### src/rtl/calc_keypad_pkg.sv
// Shared definitions for the keypad conditioning block: S2 state encoding and
// default timing constants tied to the 100 Hz debounce clock.
package calc_keypad_pkg;

  localparam int DB_CNT_DEF   = 3;
  localparam int LONG_CNT_DEF = 100;
  localparam int HOLD_W_DEF   = 7;

  typedef enum logic [1:0] {
    KS_LOCKED  = 2'd0,
    KS_IDLE    = 2'd1,
    KS_PRESSED = 2'd2,
    KS_LONG    = 2'd3
  } ks_state_e;

endpackage

### src/rtl/calc_keypad_key_debounce.sv
// One key front end: two-flop synchronizer, agreement counter and the accepted
// (stable) level, plus a strobe marking the edge on which a change is accepted.
module key_debounce
  import calc_keypad_pkg::*;
#(
  parameter int DB_CNT = DB_CNT_DEF
) (
  input  logic clk_db,
  input  logic rst,
  input  logic i_key,
  output logic o_stable,
  output logic o_accept
);

  localparam int CW = $clog2(DB_CNT + 1);

  logic          r_sync1;
  logic          r_sync2;
  logic          r_stable;
  logic [CW-1:0] r_cnt;
  logic          w_accept;

  assign w_accept = (r_sync2 != r_stable) && (r_cnt == CW'(DB_CNT - 1));

  // NOTE: sequential state uses non-blocking assignments so every flop samples pre-edge values.
  always_ff @(posedge clk_db) begin
    if (rst) begin
      r_sync1  <= 1'b0;
      r_sync2  <= 1'b0;
      r_cnt    <= '0;
      r_stable <= 1'b1;  // a key held through reset counts as already pressed
    end else begin
      r_sync1 <= i_key;
      r_sync2 <= r_sync1;
      if (r_sync2 == r_stable) begin
        r_cnt <= '0;
      end else if (w_accept) begin
        r_stable <= r_sync2;
        r_cnt    <= '0;
      end else begin
        r_cnt <= r_cnt + CW'(1);
      end
    end
  end

  assign o_stable = r_stable;
  assign o_accept = w_accept;

endmodule

### src/rtl/calc_keypad.sv
// Keypad conditioning: debounces S0/S2/S3 and turns them into one-cycle
// command pulses (left/right with collision veto, S2 short/long classification).
module calc_keypad
  import calc_keypad_pkg::*;
#(
  parameter int DB_CNT   = DB_CNT_DEF,
  parameter int LONG_CNT = LONG_CNT_DEF,
  parameter int HOLD_W   = HOLD_W_DEF
) (
  input  logic clk_db,
  input  logic rst,
  input  logic key_s0,
  input  logic key_s2,
  input  logic key_s3,
  output logic btn_left,
  output logic btn_right,
  output logic s2_short,
  output logic s2_long,
  output logic s2_held
);

  logic w_s0_stable, w_s0_acc;
  logic w_s2_stable, w_s2_acc;
  logic w_s3_stable, w_s3_acc;
  logic w_s0_rise, w_s3_rise, w_s2_rise, w_s2_fall;

  key_debounce #(.DB_CNT(DB_CNT)) u_s0 (
    .clk_db(clk_db), .rst(rst), .i_key(key_s0), .o_stable(w_s0_stable), .o_accept(w_s0_acc)
  );
  key_debounce #(.DB_CNT(DB_CNT)) u_s2 (
    .clk_db(clk_db), .rst(rst), .i_key(key_s2), .o_stable(w_s2_stable), .o_accept(w_s2_acc)
  );
  key_debounce #(.DB_CNT(DB_CNT)) u_s3 (
    .clk_db(clk_db), .rst(rst), .i_key(key_s3), .o_stable(w_s3_stable), .o_accept(w_s3_acc)
  );

  // An accepted change flips the level, so the pre-edge level tells its direction.
  assign w_s0_rise = w_s0_acc & ~w_s0_stable;
  assign w_s3_rise = w_s3_acc & ~w_s3_stable;
  assign w_s2_rise = w_s2_acc & ~w_s2_stable;
  assign w_s2_fall = w_s2_acc &  w_s2_stable;

  logic r_btn_left, r_btn_right;

  always_ff @(posedge clk_db) begin
    if (rst) begin
      r_btn_left  <= 1'b0;
      r_btn_right <= 1'b0;
    end else begin
      r_btn_left  <= w_s0_rise & ~w_s3_rise;
      r_btn_right <= w_s3_rise & ~w_s0_rise;
    end
  end

  ks_state_e         r_state, w_state_nxt;
  logic [HOLD_W-1:0] r_hold, w_hold_nxt;
  logic              r_short, w_short_nxt;
  logic              r_long, w_long_nxt;

  // NOTE: every always_comb output gets a default first so no path can infer a latch.
  always_comb begin
    w_state_nxt = r_state;
    w_hold_nxt  = r_hold;
    w_short_nxt = 1'b0;
    w_long_nxt  = 1'b0;
    case (r_state)
      KS_LOCKED: begin
        w_hold_nxt = '0;
        if (!w_s2_stable) w_state_nxt = KS_IDLE;
      end
      KS_IDLE: begin
        w_hold_nxt = '0;
        if (w_s2_rise) w_state_nxt = KS_PRESSED;
      end
      KS_PRESSED: begin
        if (w_s2_fall) begin
          w_short_nxt = 1'b1;
          w_hold_nxt  = '0;
          w_state_nxt = KS_IDLE;
        end else if (r_hold == HOLD_W'(LONG_CNT - 1)) begin
          w_long_nxt  = 1'b1;
          w_hold_nxt  = HOLD_W'(LONG_CNT);
          w_state_nxt = KS_LONG;
        end else begin
          w_hold_nxt = r_hold + HOLD_W'(1);
        end
      end
      KS_LONG: begin
        if (w_s2_fall) begin
          w_hold_nxt  = '0;
          w_state_nxt = KS_IDLE;
        end
      end
      default: w_state_nxt = KS_LOCKED;
    endcase
  end

  always_ff @(posedge clk_db) begin
    if (rst) begin
      r_state <= KS_LOCKED;
      r_hold  <= '0;
      r_short <= 1'b0;
      r_long  <= 1'b0;
    end else begin
      r_state <= w_state_nxt;
      r_hold  <= w_hold_nxt;
      r_short <= w_short_nxt;
      r_long  <= w_long_nxt;
    end
  end

  assign btn_left  = r_btn_left;
  assign btn_right = r_btn_right;
  assign s2_short  = r_short;
  assign s2_long   = r_long;
  assign s2_held   = (r_state != KS_LOCKED) & w_s2_stable;

endmodule

### config.mk
export PLATFORM = sky130hd
export DESIGN_NAME = calc_keypad
export DESIGN_NICKNAME = d
export VERILOG_FILES = /design/src/rtl/calc_keypad_pkg.sv /design/src/rtl/calc_keypad_key_debounce.sv /design/src/rtl/calc_keypad.sv
export SDC_FILE = /design/constraint.sdc
export NUM_CORES = 1
export LEC_CHECK = 0
export ABC_AREA = 1
export CELL_PAD_IN_SITES_DETAIL_PLACEMENT = 0
export CELL_PAD_IN_SITES_GLOBAL_PLACEMENT = 2
export CORE_ASPECT_RATIO = 1.25
export CORE_UTILIZATION = 36
export DETAILED_ROUTE_END_ITERATION = 10
export PLACE_DENSITY_LB_ADDON = 0.1
export SYNTH_ARGS = -nofsm -noshare
export SYNTH_HDL_FRONTEND = slang
export SYNTH_HIERARCHICAL = 1
export SYNTH_SLANG_ARGS = --single-unit
### constraint.sdc
create_clock -name clk_db -period 4.1 [get_ports clk_db]
set_input_delay 0.82 -clock clk_db [delete_from_list [all_inputs] [get_ports clk_db]]
set_output_delay 0.82 -clock clk_db [all_outputs]
set_load 0.02 [all_outputs]
After elaboration in Yosys (flattened, before gate mapping)
Index checks and enable logic that the tools add are counted.
Storage, ports and cells
  register bits after elaboration: 28
  input bits: 5
  output and inout bits: 5
  word-level logic and storage cells: 82
Cells by class
  add/subtract/negate cells: 4
  equal/unequal tests: 17
  multiplexer cells: 12
  bitwise operators: 16
  reductions and logical operators: 15
Operator list (number)
  two-way mux 7 bit: 3
  case mux 7 bit (3 select lines): 1
  OR reduction 3 bit: 4
  equality test 2 bit, second input constant: 5
  two-way mux 2 bit: 5
  inverter 1 bit: 9
  case mux 2 bit (4 select lines): 1
  adder 7 x 1 -> 7 bit, second input constant: 1
  bitwise AND 1 bit: 7
  equality test 7 bit, second input constant: 1
  adder 2 x 1 -> 2 bit, second input constant: 3
  != test 2 bit, second input constant: 3
  AND reduction 2 bit: 3
  AND reduction 4 bit: 1
  OR reduction 2 bit: 2
  equality test 1 bit: 3
  logical AND 1 bit: 3
  != test 1 bit: 3
  != test 3 bit, second input constant: 1
  equality test 2 x 1 -> 1 bit, second input constant: 1
  zero test 2 bit: 1
  two-way mux 1 bit: 2
  nonzero test 2 bit: 1

Depth between registers and ports, before layout
Gate-level depths: netlist of run 1.
  depth in word-level cells: 5
  gate-level depth with buffers: 11
  gate-level depth less buffers: 11

Hierarchy
The synthesis of run 1 kept the hierarchy.
By module, submodules not included
  calc_keypad: instances 1, cells an instance 104, area an instance 795.8 µm², sequential area each 260.2 µm²
  key_debounce: instances 3, cells an instance 22, area an instance 188.9 µm², sequential area each 100.1 µm²

Least setup slack after synthesis of run 1
No wires, ideal clock.
  path type: register -> output
  start point: register r_state[0]
  end point: output port s2_held
  data arrival time: 929 ps
  required time: 3280 ps
  slack: 2351 ps
  stages on the path, launching flop included: 4
  buffers on the path: 0
  cells stage by stage: dfxtp_1 > inv_1 > ha_1 > nor2_1
Between the ends
  word-level cells in the longest chain between the ends: 2
RTL lines
  start: declaration: line calc_keypad.sv:55  | ks_state_e r_state, w_state_nxt;
  start signal: assignment: line calc_keypad.sv:105  | r_state <= w_state_nxt;
  nonzero test 2 bit: line calc_keypad.sv:116  | assign s2_held = (r_state != KS_LOCKED) & w_s2_stable;
  bitwise AND 1 bit: line calc_keypad.sv:116
  end: declaration: line calc_keypad.sv:19  | output logic s2_held
No other way between the ends.

Worst setup path in the final report of run 1
Ends and elaborated chain as after synthesis.

==> results.md, run 1 <==
- ANT nets after route: 0
- Synth area leaders: dfxtp_1, ha_1, inv_1
- CP required: 3.28 ns
- Fin. Hold Viols: 0
- Lkg Pwr: between 0.0007 and 0.0008 uW
- Slowest stage delay, CP: slightly above 0.6 ns
- Rows: 24
- Via count: 1,039
- DR WL/cell: between 10 and 15 um
- Diodes inserted: 0
- Layout cells sized above 1: 0.1833
- Status: finished, final reports clean
- Fmax: around 400 MHz
- Top Ports: 10
- Post-CTS Hold Fix Bufs: 0
- Detailed Route Iter0 Violations: 44
- Fillers: between 300 and 400
- Post-Syn Nets: approximately 180
- CP max FO: 4
- Kind of cell adding the most delay to the critical path: buffers and inverters
- Synth Area in XOR/XNOR: 0.006428
- Mux share of post-synthesis cell area: 0
- Largest family of logic cells by synthesized area: simple AND/OR/NAND/NOR gates
- Total wire length: approximately 2200 um
- Layout area overhead: 12.12%
- Setup WS pre-CTS: about 1.7 ns
- Yosys warnings: 6
- Via density: roughly 4.7
- Fin crit period: about 2.5 ns
- Final worst setup slack: between 1.5 and 2 ns
- Synth Area in Adders: 0.08264
- CTS tree: built
- RSZ-0062 raised after global routing: no
- GRT Total Usage: 0.1302
- Initial antenna violation count: 0
- Crit path capture type: primary output
- Most common cell after layout, fill and taps aside: inv_1
- Input/output buffers: 9
- Clock root buffer: clkbuf_8
- Clk_lat worst skew: approximately 0.27 ns
- H-tree levels: 1
- CTS buffer count: 3
- Most frequent cells in the layout: inv_1, dfxtp_1, nor2_1
- Max cap viols: 0
- Mean Syn Cell Area: ~8.0 um^2
- Pre-Repair DR Iteration Count: 4
- DRC Markers: 0
- Synth Area in Compound Gates: 0.07071
- CORE AREA: around 3500 um^2
- Synth cell types: 28
- Placer Congestion: slightly below 0.7
- VDD IR-drop max: around 190 uV
- WP buf/inv: 2
- Critical path's slowest cell: clkdlybuf4s50_1
- Die Height: ~71 um
- Worst hold path type: reg -> reg
- Seq cells post-synth: 28
- Max_slew headroom: 0.4915
- First-pass GRT wire length: around 4200 um
- Total gr overflow: 0
- Final Cycle Share: 0.6155
- Cell taking the most area after synthesis: dfxtp_1
- Die area: between 4000 and 5000 um^2
- Setup TNS: 0 ns
- Hpwl dp: about 1700 um
- Critical Path, Cell by Cell: inv_1 -> ha_1 -> nor2_1 -> clkdlybuf4s50_1
- Max Buffers Root-to-Sink: 2
- Post-Synth Simple-Gate Area: 0.3269
- Number of gates resized after cts: 0
- # clock sinks: 28
- Largest net degree at the start of global routing: 21
- Number of global-route vias before repair: ~1,000
- Post-Syn Area: 1363 um^2
- Share of the synthesized area in the top cell type: 0.4114
- Syn Inst Count: 170
- Clock slew at reported path FFs: about 0.090 ns
- CP Launch Type: register
- Starting Density: 0.3845
- Post-CTS Setup Bufs: 0
- Fin. max-slew vios: 0
- Nets: ~200
- Post-synthesis sequential area ratio: 0.4114
- Tightest Pin Transition: about 0.76 ns
- Final Setup Violations: 0
- Worst EP arrival: between 1.5 and 2 ns
- Power density cells: around 470 nW/um^2
- Final clock skew: 0.006427 ns
- Worst Path Class, Setup: reg -> out
- Register-to-register setup slack: 2.55 ns
- DIE WIDTH: between 50 and 60 um
[final cells by class]
| class | instances | area (um^2) | area share |
|---|---|---|---|
| clock buffer | 3 | 41.29 | 0.02703 |
| multi-input combinational | 107 | 663.1 | 0.4341 |
| tap | 39 | 48.80 | 0.03194 |
| sequential | 28 | 560.5 | 0.3669 |
| timing repair buffer | 9 | 90.09 | 0.05897 |
| inverter | 33 | 123.9 | 0.08108 |
[power breakdown]
part,switching (uW),internal (uW),leakage (uW),total (uW)
logic,142,95.1,0.000450,237
clock network,82.9,66.0,0.0000216,149
registers,24.3,310,0.000229,335
total,249,471,0.000701,720
[cell usage after synthesis, drive strengths merged]
cell	n
dfxtp	28
clkinv	1
inv	32
a21oi	8
and3	4
nor4	2
xor2	1
clkbuf	1
nand2	32
ha	9
or2	1
nor2	29
nor3	3
buf	1
a21o	1
nand3	8
o21ai	6
o21bai	1
nand4	2
[registers in the layout, summed over array words and instances, names as in the netlist, 2 cells and up]
signal	cells
r_hold	7
r_state	2
u_s0/r_cnt	2
u_s2/r_cnt	2
u_s3/r_cnt	2
[through the flow]
step                        util  power, uW  hold slack, ns  cell area [um^2]  std cells
after global routing      0.4311      790.1          0.4217              1528        219
after detailed placement  0.4195      579.9          0.3976              1486        216
final                     0.4311      720.3          0.4068              1528        219
after CTS                 0.4311      734.8          0.4117              1528        219
after floorplan                -      524.1          0.3883              1363        170
after global placement    0.4195      575.2          0.3936              1486        216
[tightest hold or removal path, cell delays in order (launching register included)]
cell	delay, ns
dfxtp_1	0.31
inv_1	0.04
nor2_1	0.03
[worst paths after layout]
| path | from | endpoint | cells after the start |
|---|---|---|---|
| setup / recovery | r_state[0] | s2_held | 4 |
| setup reg to reg | u_s2/r_cnt[0] | r_hold[6] | 8 |
| hold reg to reg | u_s2/r_sync1 | u_s2/r_sync2 | 2 |
| hold / removal | u_s2/r_sync1 | u_s2/r_sync2 | 2 |
[per-layer routing]
metal	wire length [um]	vias up	global-route usage	share of wire
met4	43	0	0.05691	0.019
met2	1111	11	0.2170	0.49
met5	0	-	0	0
met3	69	5	0.02194	0.031
li1	-	543	-	-
met1	1022	480	0.1642	0.45
[kinds of logic after synthesis]
| logic type | after synthesis |
|---|---|
| simple gates | 81 |
| buf+inv | 35 |
| flops | 28 |
| compound gates | 16 |
| fa+ha+maj | 9 |
| xor+xnor | 1 |
Note: power is estimated with default switching activity, not from simulation.
==> run 2, diff against run 1 <==
--- a/config.mk
+++ b/config.mk
@@ -9,7 +9,7 @@
 export CELL_PAD_IN_SITES_DETAIL_PLACEMENT = 0
 export CELL_PAD_IN_SITES_GLOBAL_PLACEMENT = 2
 export CORE_ASPECT_RATIO = 1.25
-export CORE_UTILIZATION = 36
+export CORE_UTILIZATION = 34
 export DETAILED_ROUTE_END_ITERATION = 10
 export PLACE_DENSITY_LB_ADDON = 0.1
 export SYNTH_ARGS = -nofsm -noshare
==> constraint.sdc (replaced) <==
create_clock -name clk_db -period 2.65 [get_ports clk_db]
set_input_delay 0.53 -clock clk_db [delete_from_list [all_inputs] [get_ports clk_db]]
set_output_delay 0.53 -clock clk_db [all_outputs]
set_load 0.02 [all_outputs]
==> results.md, run 2 (synthesis gave the netlist of run 1 again) <==
- Status: finished, final reports clean (unchanged)
- Most frequent cells in the layout: inv_1, dfxtp_1, nor2_1 (unchanged)
- Worst hold path type: reg -> reg (unchanged)
- H-tree levels: 1 (unchanged)
- Nets: 197 (was 196)
- Tightest Pin Transition: 0.4251 ns (was 0.7603 ns)
- Layout cells sized above 1: 0.1923 (was 0.1833)
- Largest Register: r_hold (unchanged)
- Fin. Hold Viols: 0 (unchanged)
- WHS Path Cells: 2 (unchanged)
- Worst EP arrival: 1.68 ns (was 1.70 ns)
- Final Instance Area: 1584 um^2 (was 1528 um^2)
- Worst r2r src: u_s2/r_cnt[0] (unchanged)
- Input/output buffers: 9 (unchanged)
- Via count: 1,022 (was 1,039)
- Diodes inserted: 0 (unchanged)
- Clock root buffer: clkbuf_8 (unchanged)
- Total gr overflow: 0 (unchanged)
- R2R Path End: r_hold[4] (was r_hold[6])
- Number of global-route vias before repair: 962 (was 1,004)
- Top Ports: 10 (unchanged)
- Register-to-register setup slack: 1.10 ns (was 2.55 ns)
- Post-CTS Setup Bufs: 0 (unchanged)
- Lkg Pwr: 0.0007200 uW (was 0.0007011 uW)
- DR WL/cell: 9.712 um (was 10.26 um)
- CTS buffer count: 3 (unchanged)
- DIE WIDTH: 58.62 um (was 57.03 um)
- Fin crit period: between 2 and 2.5 ns
- Number of gates resized after cts: 0 (unchanged)
- Overall power: 1231 uW (was 720.3 uW)
- Largest net degree at the start of global routing: 17 (was 21)
- DRC Markers: 0 (unchanged)
- Max Buffers Root-to-Sink: 2 (unchanged)
- ANT nets after route: 0 (unchanged)
- CP max FO: 4 (unchanged)
- GRT Total Usage: 0.1254 (was 0.1302)
- Worst R2R Path Depth: 7 (was 8)
- Worst Hold End: u_s3/r_sync2 (was u_s2/r_sync2)
- Crit path capture type: primary output (unchanged)
- VDD IR-drop max: 382.4 uV (was 188.8 uV)
- Initial antenna violation count: 0 (unchanged)
- Via density: 4.331 (was 4.744)
- # clock sinks: 28 (unchanged)
- Worst Path Class, Setup: reg -> out (unchanged)
- CORE AREA: 3816 um^2 (was 3543 um^2)
- Final Setup Violations: 0 (unchanged)
- Final clock skew: 0.002673 ns (was 0.006427 ns)
- Setup TNS: 0 ns (unchanged)
- CTS tree: built (unchanged)
- CP Launch Type: register (unchanged)
- Max reg flops: 7 (unchanged)
- Fin. max-slew vios: 0 (unchanged)
- Final Cycle Share: 0.8355
- Layout area overhead: 16.25% (was 12.12%)
- WHS: 0.4103 ns (was 0.4068 ns)
- Rows: 25 (was 24)
- Clk_lat worst skew: 0.27 ns (about the same)
- CP required: 2.12 ns (was 3.28 ns)
- Max cap viols: 0 (unchanged)
- Total wire length: 2292 um (was 2247 um)
- Die Height: 72.78 um (was 70.79 um)
- Pre-Repair DR Iteration Count: 2 (was 4)
- DP Area: 1513 um^2 (was 1486 um^2)
- Max_slew headroom: 0.7157 (was 0.4915)
- Most common cell after layout, fill and taps aside: inv_1 (unchanged)
- First-pass GRT wire length: 4091 um (was 4174 um)
- Placer Congestion: 0.7766 (was 0.6796)
- Clock slew at reported path FFs: 0.10 ns (was 0.09 ns)
- Starting Density: 0.3570 (was 0.3845)
- Post-CTS Hold Fix Bufs: 0 (unchanged)
- Util after Layout: 0.4151 (was 0.4311)
- RSZ-0062 raised after global routing: no (unchanged)
- Hpwl dp: 1855 um (was 1709 um)
- HP Start: u_s3/r_sync1 (was u_s2/r_sync1)
- Die area: 4266 um^2 (was 4037 um^2)
- Fmax: about 450 MHz
- Power density cells: 777.1 nW/um^2 (was 471.5 nW/um^2)
- Detailed Route Iter0 Violations: 12 (was 44)
run 2: routing by layer:
metal	routed length [um]	track usage	part of all wire	vias up
li1	-	-	-	551
met1	1110	0.1549	0.48	464
met2	1117	0.2158	0.49	5
met3	38	0.02128	0.017	2
met4	25	0.04762	0.011	0
met5	0	0	0	-
run 2: worst max-delay path, stage by stage (launching register included):
cell and delay [ns]:
dfxtp_1 0.40, inv_1 0.10, ha_1 0.21, nor2_1 0.10, clkdlybuf4s50_1 0.61
run 2: how the worst max path moves through the flow:
stage	from	endpoint	slack, ns	cells past startpoint
2_1_floorplan	r_state[0]	s2_held	1.19	3
3_3_place_gp	r_state[0]	s2_held	0.77	4
3_5_place_dp	r_state[0]	s2_held	0.74	4
4_1_cts	r_state[0]	s2_held	0.42	4
5_1_grt	r_state[0]	s2_held	0.29	4
6_report	r_state[0]	s2_held	0.44	4
run 2: where the power goes:
| part | leakage, uW | internal (uW) | switching, uW |
|---|---|---|---|
| Sequential | 0.000229 | 480 | 37.7 |
| Combinational | 0.000455 | 151 | 224 |
| Clock | 0.0000357 | 202 | 136 |
| Total | 0.000720 | 834 | 397 |
run 2: metrics by stage:
step	instances	worst slack [ns]
finish	236	0.4359
detailed placement	232	0.7351
floorplan	170	1.191
CTS	236	0.4189
global placement	232	0.7661
global route	236	0.2932
run 2: cell type report:
type	instances	area, um^2
tap	54	67.56
fill	414	2232
inverter	33	123.9
sequential	28	560.5
multi-input combinational	107	663.1
timing repair buffer	10	97.59
clock buffer	3	41.29
clock inverter	1	30.03
